File: config.mk
export PLATFORM = sky130hd
export DESIGN_NAME = mcu_el2_lsu_store_queue
export DESIGN_NICKNAME = d
export VERILOG_FILES = /design/src/rtl/mcu_el2_pkg.sv /design/src/rtl/mcu_el2_lsu_stbuf_fwd.sv /design/src/rtl/mcu_el2_lsu_store_queue.sv
export SDC_FILE = /design/constraint.sdc
export NUM_CORES = 1
export LEC_CHECK = 0
export ABC_AREA = 0
export BUFFER_PORTS_ARGS = -buffer_cell sky130_fd_sc_hd__buf_2
export CORE_ASPECT_RATIO = 1.2
export CORE_MARGIN = 3
export CORE_UTILIZATION = 54
export DETAILED_ROUTE_END_ITERATION = 10
export PLACE_DENSITY_LB_ADDON = 0.1
export SKIP_LAST_GASP = 1
export SLEW_MARGIN = 20
export SYNTH_ARGS = -nofsm -noshare
export SYNTH_HDL_FRONTEND = slang
export SYNTH_SLANG_ARGS = --single-unit
File: constraint.sdc
create_clock -name clk -period 4.3 [get_ports clk]
set_input_delay 0.43 -clock clk [delete_from_list [all_inputs] [get_ports clk]]
set_output_delay 0.43 -clock clk [all_outputs]
set_load 0.01 [all_outputs]
File: src/rtl/mcu_el2_pkg.sv
// Shared types and constants for the EL2 LSU store queue.
package mcu_el2_pkg;

    // Default queue geometry.
    localparam int STBUF_DEPTH  = 4;
    localparam int STBUF_ADDR_W = 32;

    // Pointer width: index bits plus one wrap bit for full/empty disambiguation.
    localparam int STBUF_PTR_W  = $clog2(STBUF_DEPTH) + 1;

    // One committed store. The address is kept word-aligned (bits [1:0] zero)
    // and sized for the widest supported address.
    typedef struct packed {
        logic                    valid;
        logic [STBUF_ADDR_W-1:0] addr;
        logic [31:0]             data;
        logic [3:0]              byteen;
    } mcu_el2_stbuf_entry_t;

endpackage

File: src/rtl/mcu_el2_lsu_stbuf_fwd.sv
// Combinational store-to-load forwarding: youngest-first byte merge over the
// live entries of the store queue.
module mcu_el2_lsu_stbuf_fwd
    import mcu_el2_pkg::*;
#(
    parameter int DEPTH  = STBUF_DEPTH,
    parameter int ADDR_W = STBUF_ADDR_W,
    parameter int PTR_W  = $clog2(DEPTH) + 1
) (
    input  mcu_el2_stbuf_entry_t entries [DEPTH],
    input  logic [PTR_W-1:0]     rd_ptr,
    input  logic [PTR_W-1:0]     wr_ptr,
    input  logic [ADDR_W-3:0]    ld_word,
    input  logic [3:0]           ld_byteen,
    output logic [31:0]          fwddata,
    output logic [3:0]           fwdbyteen
);

    localparam int IDX_W = PTR_W - 1;

    logic [PTR_W-1:0]        count;
    logic [IDX_W-1:0]        age_idx [DEPTH];
    logic [STBUF_ADDR_W-1:0] ld_addr_aligned;

    assign count           = wr_ptr - rd_ptr;
    assign ld_addr_aligned = STBUF_ADDR_W'({ld_word, 2'b00});

    // Slot index of the i-th oldest entry, wrapping around the ring.
    always_comb begin
        for (int i = 0; i < DEPTH; i++) begin
            age_idx[i] = rd_ptr[IDX_W-1:0] + IDX_W'(i);
        end
    end

    // Walk oldest to youngest so the youngest hit on each byte wins.
    always_comb begin
        // NOTE: every output gets a default before the loop; without it a byte
        // with no hit would hold its old value and infer a latch.
        fwddata   = '0;
        fwdbyteen = '0;
        for (int i = 0; i < DEPTH; i++) begin
            if ((PTR_W'(i) < count) && entries[age_idx[i]].valid &&
                (entries[age_idx[i]].addr == ld_addr_aligned)) begin
                for (int b = 0; b < 4; b++) begin
                    if (ld_byteen[b] && entries[age_idx[i]].byteen[b]) begin
                        fwddata[8*b +: 8] = entries[age_idx[i]].data[8*b +: 8];
                        fwdbyteen[b]      = 1'b1;
                    end
                end
            end
        end
    end

endmodule

File: src/rtl/mcu_el2_lsu_store_queue.sv
// In-order store queue between LSU r-stage commit and the DCCM write port.
// Drains one entry per DCCM acknowledge and forwards pending bytes to loads.
// ADDR_W must not exceed STBUF_ADDR_W.
module mcu_el2_lsu_store_queue
    import mcu_el2_pkg::*;
#(
    parameter int DEPTH  = STBUF_DEPTH,
    parameter int ADDR_W = STBUF_ADDR_W
) (
    input  logic              clk,
    input  logic              rst_l,
    input  logic              ldst_stbuf_reqvld_r,
    input  logic [ADDR_W-1:0] alloc_addr_r,
    input  logic [31:0]       alloc_data_r,
    input  logic [3:0]        alloc_byteen_r,
    input  logic              stbuf_ack_any,
    input  logic [ADDR_W-1:0] ld_addr_m,
    input  logic [3:0]        ld_byteen_m,
    output logic              stbuf_reqvld_any,
    output logic [ADDR_W-1:0] stbuf_addr_any,
    output logic [31:0]       stbuf_data_any,
    output logic [3:0]        stbuf_byteen_any,
    output logic              lsu_stbuf_empty_any,
    output logic              lsu_stbuf_full_any,
    output logic [31:0]       stbuf_fwddata_m,
    output logic [3:0]        stbuf_fwdbyteen_m
);

    localparam int PTR_W = $clog2(DEPTH) + 1;
    localparam int IDX_W = PTR_W - 1;

    logic [PTR_W-1:0]     wr_ptr, rd_ptr;
    logic [IDX_W-1:0]     wr_idx, rd_idx;
    logic [DEPTH-1:0]     valid_q;
    logic [ADDR_W-1:0]    addr_q   [DEPTH];
    logic [31:0]          data_q   [DEPTH];
    logic [3:0]           byteen_q [DEPTH];
    mcu_el2_stbuf_entry_t entries  [DEPTH];

    logic ptr_empty, ptr_full, head_valid, drain, alloc;
    logic unused_addr_lsbs;

    assign wr_idx     = wr_ptr[IDX_W-1:0];
    assign rd_idx     = rd_ptr[IDX_W-1:0];
    assign ptr_empty  = (wr_ptr == rd_ptr);
    assign ptr_full   = (wr_idx == rd_idx) && (wr_ptr[PTR_W-1] != rd_ptr[PTR_W-1]);
    assign head_valid = valid_q[rd_idx];

    // A same-cycle ack frees the head slot, so allocate is still legal when full.
    // An allocate into an empty queue is never acked in its own cycle.
    assign drain = stbuf_ack_any & head_valid;
    assign alloc = ldst_stbuf_reqvld_r & (~ptr_full | drain);

    // Byte-offset bits are ignored on both the store and load address.
    assign unused_addr_lsbs = ^{alloc_addr_r[1:0], ld_addr_m[1:0]};

    // Ring pointers: advance on accepted allocate and on drain.
    always_ff @(posedge clk or negedge rst_l) begin
        // NOTE: sequential state uses non-blocking assignment so every flop
        // samples pre-edge values regardless of block evaluation order.
        if (!rst_l) begin
            wr_ptr <= '0;
            rd_ptr <= '0;
        end else begin
            if (alloc) wr_ptr <= wr_ptr + 1'b1;
            if (drain) rd_ptr <= rd_ptr + 1'b1;
        end
    end

    // Valid bits: clear on drain, set on allocate. When full, both hit the
    // same slot; the later assignment (allocate) wins, keeping the slot live.
    always_ff @(posedge clk or negedge rst_l) begin
        if (!rst_l) begin
            valid_q <= '0;
        end else begin
            if (drain) valid_q[rd_idx] <= 1'b0;
            if (alloc) valid_q[wr_idx] <= 1'b1;
        end
    end

    // Entry payload: written only on accepted allocate.
    // NOTE: the payload array has no reset; every reader qualifies it with the
    // reset-cleared valid bits, so stale contents are never observed.
    always_ff @(posedge clk) begin
        if (alloc) begin
            addr_q[wr_idx]   <= {alloc_addr_r[ADDR_W-1:2], 2'b00};
            data_q[wr_idx]   <= alloc_data_r;
            byteen_q[wr_idx] <= alloc_byteen_r;
        end
    end

    // Packed view of the registered entries for the forwarding network.
    always_comb begin
        for (int i = 0; i < DEPTH; i++) begin
            entries[i] = '{valid:  valid_q[i],
                           addr:   STBUF_ADDR_W'(addr_q[i]),
                           data:   data_q[i],
                           byteen: byteen_q[i]};
        end
    end

    // Head outputs come straight from registers, gated by the head valid bit.
    assign stbuf_reqvld_any    = head_valid;
    assign stbuf_addr_any      = head_valid ? addr_q[rd_idx]   : '0;
    assign stbuf_data_any      = head_valid ? data_q[rd_idx]   : '0;
    assign stbuf_byteen_any    = head_valid ? byteen_q[rd_idx] : '0;
    assign lsu_stbuf_empty_any = ptr_empty & ~ldst_stbuf_reqvld_r;
    assign lsu_stbuf_full_any  = ptr_full;

    mcu_el2_lsu_stbuf_fwd #(
        .DEPTH  (DEPTH),
        .ADDR_W (ADDR_W),
        .PTR_W  (PTR_W)
    ) u_fwd (
        .entries   (entries),
        .rd_ptr    (rd_ptr),
        .wr_ptr    (wr_ptr),
        .ld_word   (ld_addr_m[ADDR_W-1:2]),
        .ld_byteen (ld_byteen_m),
        .fwddata   (stbuf_fwddata_m),
        .fwdbyteen (stbuf_fwdbyteen_m)
    );

endmodule

Word-level counts from Yosys, hierarchy flattened

Memories as Yosys holds them, arrays and structs flattened.
Index checks and enable logic that the tools add are counted.

$add $sub $neg: 6
Mux-type cells: 65
Bitwise gates (word level): 13
Reduce and logical (&&, ||, !) cells: 27
Magnitude comparators: 12
Eq/ne operators: 7

Operators with widths:

| kind                                                                          | count |
|---|---|
| 69-bit binary-select mux with 2-bit select                                    | 4 |
| 69-bit two-way mux                                                            | 8 |
| 32-bit two-way mux                                                            | 6 |
| 32-bit equality test                                                          | 4 |
| 8-bit two-way mux                                                             | 16 |
| 4-bit two-way mux                                                             | 7 |
| 1-bit logical AND                                                             | 27 |
| 1-bit two-way mux                                                             | 21 |
| 3-bit >= comparator (second input constant)                                   | 4 |
| 2-bit inverter with 3-bit output                                              | 4 |
| 3-bit by 1-bit adder with 3-bit output (second input constant)                | 2 |
| 1-bit by 3-bit less-than comparator with 1-bit output (first input constant)  | 2 |
| 2-bit by 3-bit less-than comparator with 1-bit output (first input constant)  | 2 |
| 2-bit by 3-bit less-than comparator with 1-bit output (second input constant) | 2 |
| 2-bit adder (second input constant)                                           | 2 |
| 4-bit bitwise AND                                                             | 1 |
| 1-bit demux with 2-bit select                                                 | 2 |
| 2-bit by 1-bit >= comparator with 1-bit output (second input constant)        | 2 |
| 4-bit inverter                                                                | 1 |
| 4-bit OR                                                                      | 1 |
| 1-bit bitwise AND                                                             | 3 |
| 3-bit equality test                                                           | 1 |
| 3-bit subtractor                                                              | 1 |
| 2-bit by 1-bit adder with 2-bit output (second input constant)                | 1 |
| 5 further kinds                                                               | 6 |

Bits in writable memories: 264
Input port bits: 108
Output and inout port bits: 107
Word-level logic and storage cells: 136
Memories: 3
Flip-flop bits (word level): 10

Memories:

| name     | words | bits a word | rd ports | clocked after Yosys merged registers in | wr ports | line                          | text |
|---|---|---|---|---|---|---|---|
| data_q   | 4     | 32          | 5        | 0                                       | 1        | mcu_el2_lsu_store_queue.sv:36 | `logic [31:0] data_q [DEPTH];` |
| addr_q   | 4     | 30          | 5        | 0                                       | 1        | mcu_el2_lsu_store_queue.sv:35 | `logic [ADDR_W-1:0] addr_q [DEPTH];` |
| byteen_q | 4     | 4           | 5        | 0                                       | 1        | mcu_el2_lsu_store_queue.sv:37 | `logic [3:0] byteen_q [DEPTH];` |

Logic depth before layout (Yosys ltp)

Depth in word-level cells: 13
Gate-level depth with buffers: 18
Gate-level depth less buffers: 10

By module

A second synthesis with hierarchy kept.

Cells, all modules: 1613
Area, all modules: 19806.5 µm²

Modules (own cells, without submodules):

| module                  | sequential area each (µm²) | area each (µm²) | instances | cells an instance |
|---|---|---|---|---|
| mcu_el2_lsu_store_queue | 8177.8                     | 10705.3         | 1         | 485 |
| mcu_el2_lsu_stbuf_fwd   | 0.0                        | 9101.2          | 1         | 1128 |

Worst setup path after synthesis

Ideal clock, no wire load.

Path kind: register -> output
Start: register rd_ptr[0]
End: output port stbuf_fwddata_m[0]
Buffers on the path: 7
Required time: 3.870 ns
Path slack: -0.572 ns
Arrival: 4.442 ns
Cell stages (with the launch flop): 17
Cells stage by stage: dfrtp_1 -> buf_4 -> buf_6 -> buf_6 -> buf_6 -> inv_1 -> clkbuf_1 -> ha_1 -> buf_6 -> buf_6 -> mux4_2 -> xor2_1 -> nor4_2 -> nand4_4 -> nor4_4 -> a221oi_1 -> a222oi_1

RTL lines:

| element                | line                          | text |
|---|---|---|
| start, declared        | mcu_el2_lsu_store_queue.sv:32 | `logic [PTR_W-1:0] wr_ptr, rd_ptr;` |
| start signal, assigned | mcu_el2_lsu_store_queue.sv:66 | `if (drain) rd_ptr <= rd_ptr + 1'b1;` |
| end, declared          | mcu_el2_lsu_store_queue.sv:25 | `output logic [31:0] stbuf_fwddata_m,` |

==> impl_results.md <==
- Total track usage: 27.0%
- PwrDens: 799 nW/um^2
- Num CTS Buffers: 28
- Placed insts: approximately 2,000
- Initial core utilization: 55.3%
- Fin crit share: 111%
- Reg2Reg Setup Slack: 0.93 ns
- Worst EP arrival: 4.36 ns
- IO Count: 215
- Initial antenna violation count: 12
- Flops & latches, synth: 274
- Final setup viols: 36
- Area Overhead vs Synth: 18.4%
- Final Hold Viols: 0
- DRT iter0 DRCs: 1,176
- Required time worst endpoint: 3.87 ns
- Syn Std Cell Area: 18,500 um^2
- Worst setup margin: -0.485 ns
- Min cycle time layout: 4.79 ns
- Pleak: 8.14 nW
- Start of the worst register-to-register path: rd_ptr[0]$_DFFE_PN0P_
- WL/cell: 24.4 um
- Setup crit end kind: primary output
- Worst vdd ir: around 0.00058 V
- Main synth FF type: edfxtp_1
- Most common cell after layout, fill and taps aside: edfxtp_1
- Drt pass-1 iters: 6
- Bufs on Longest Clock Path: 3
- Post-DP HPWL: ~35 mm
- RSZ-0062 raised after global routing: true
- Fin cells: 2,090
- Synth Area in XOR/XNOR: between 5 and 6%
- Tot Pwr: ~0.017 W
- IO Port Bufs: between 200 and 250
- GRT overflow: 0
- Status: finished, violations left
- Gate Count Post-Synth: 1,353
- Worst-Skew Late Latency: 0.56 ns
- First-pass GRT wire length: 76.3 mm
- Row count: 73
- H-tree Lvls: 1
- Drt total wl: 51.1 mm
- Die area: 36,500 um^2
- YS warnings: 0
- Max-Cap Viols: 0
- Sequential share of the synthesized area: 44.3%
- Max-slew violation count: 0
- Worst hold-check path type: in -> reg
- Hold Crit Start: alloc_addr_r[25]
- Mux contribution to synthesized area: 27.2%
- EDFF count, synth: 264
- Violated checks: negative setup slack
- Remaining DRCs: 0
- Placer Congestion: 0.913
- Largest net degree at the start of global routing: 81
- Core ar.: 33,400 um^2
- Share of layout cells above drive strength 1: 39.1%
- Slew headroom: a little under two fifths
- Clock transition at path regs: 0.07 ns
- Library cells used by synthesis: 66
- Nets: roughly 1,700
- Area fraction in compound gates after synthesis: between 7 and 8%
- Vias in the first global route: roughly 13,000
- Largest family of logic cells by synthesized area: multiplexers
- Drt via density: between 6 and 7
- Peak Freq: 0.209 GHz
- Die width: 175 um
- Commonest cells after routing, fill and taps aside: 264 x edfxtp_1, 207 x buf_2, 162 x mux4_2, 88 x buf_4, 81 x mux2i_1
- Worst slew pin tran: just over 0.9 ns
- Synthesized area per cell: 13.7 um^2
- Synth area leaders: edfxtp_1 43%, mux4_2 20%, mux2i_1 4.4%, xnor2_1 3.4%, mux2_2 3.0%
- Adder-Cell Fraction of Synth Area: 0.786%
- Area leader, netlist: edfxtp_1
- Routed vias: between 10,000 and 15,000
- Async SR Flop Fraction: roughly 3.6%
- Post-synthesis simple-gate area fraction: under 10%
- Layout Skew: 0.00941 ns
- CTS sink cnt: 274
- DRT antenna net count: 0
- CTS tree: done
- Crit start category: flip-flop
- Die Y: 209 um
- Root Driver: clkbuf_16
- WS Path Type: reg -> out
- Crit-path max FO: 8
- Yosys top cell area share: a little over two fifths
- Crit. Startpoint: rd_ptr[0]$_DFFE_PN0P_
kinds of logic after synthesis:
family / Yosys count
buffers and inverters: 161
AO/OA/AOI/OAI: 195
multiplexers: 293
flip-flops: 274
other: 1
adder cells (fa/ha/maj): 11
XOR/XNOR: 122
AND/OR/NAND/NOR: 296
worst max-delay path: stages, from the launching register on:
cell,delay (ns)
dfrtp_4,0.42
inv_2,0.05
ha_4,0.34
buf_12,0.13
buf_12,0.12
mux4_2,0.50
xnor2_1,0.17
nand4_1,0.17
or4_4,0.67
nor4_4,0.30
buf_6,0.16
buf_12,0.11
a221oi_1,0.06
a222oi_1,0.36
buf_2,0.20
through the flow:
step / worst slack [ns] / cell area [um^2] / setup TNS, ns / utilization (%) / hold WS (ns)
final: -0.485 / 21900 / -12.85 / 65.4 / 0.0806
after floorplan: -0.168 / 18500 / -4.57 / - / 0.134
after global routing: -0.613 / 21900 / -17.45 / 65.4 / 0.0691
after CTS: -0.447 / 21600 / -12.71 / 64.5 / 0.0615
after detailed placement: 0.0264 / 20400 / 0 / 61.1 / 0.305
after global placement: -0.0176 / 20400 / -0.0176 / 61.1 / 0.303
flip-flops by register name, summed over array words and instances, names as in the netlist:
signal	flops
rd_ptr	3
data_q	128
wr_ptr	3
byteen_q	16
valid_q	4
addr_q	120
Yosys cell counts, types with 5 or more instances:
cell type / count
edfxtp_1: 264
mux4_2: 162
mux2i_1: 81
nand2_1: 79
xnor2_1: 71
nor2_1: 50
xor2_1: 50
mux2_2: 49
a21oi_1: 48
o21ai_0: 48
inv_1: 47
nand4_1: 47
clkbuf_1: 45
and2_1: 37
a221oi_1: 34
a222oi_1: 34
nor2b_1: 20
buf_4: 19
buf_2: 18
buf_1: 15
buf_6: 13
dfrtp_1: 10
ha_1: 10
and3_1: 8
nor3_4: 8
nor4_4: 8
nand3_1: 6
nor4_1: 6
nor4_2: 6
or4_1: 5
layer usage:
layer / global-route usage, % / share of wire, % / vias to the layer above
li1: - / - / 5970
met1: 33.3 / 37 / 6706
met2: 48.4 / 53 / 554
met3: 4.94 / 7.5 / 107
met4: 8.53 / 3.1 / 12
met5: 0 / 0.14 / -
power by group:
group          total, W  internal, W  switching (W)
combinational    0.0112      0.00547        0.00576
clock           0.00223      0.00125       0.000980
sequential      0.00402      0.00363       0.000389
final timing paths:
path,end,cells after the start
max,stbuf_fwddata_m[19],14
min,addr_q[1][23]$_DFFE_PP_,1
max in group asynchronous,rd_ptr[1]$_DFFE_PN0P_,2
max reg2reg,addr_q[3][22]$_DFFE_PP_,11
min reg2reg,wr_ptr[2]$_DFFE_PN0P_,1
min in group asynchronous,valid_q[3]$_DFF_PN0_,2
timing repair:
action,4_1_cts,5_1_grt
buffers inserted,13,15
hold buffers,1,0
pin swaps,7,23
resized for setup,18,21
cloned,2,4
endpoints found under the hold margin,10,0
setup endpoints to repair,36,36
final cells by class:
type	count	area, um^2
Sequential cell	274	8190
Clock buffer	40	777
Clock inverter	12	51.3
Inverter	48	184
Tap cell	450	563
Timing Repair Buffer	340	2540
Fill cell	2520	11600
Multi-Input combinational cell	919	9560
Antenna cell	7	17.5
Note: power is estimated with default switching activity, not from simulation.
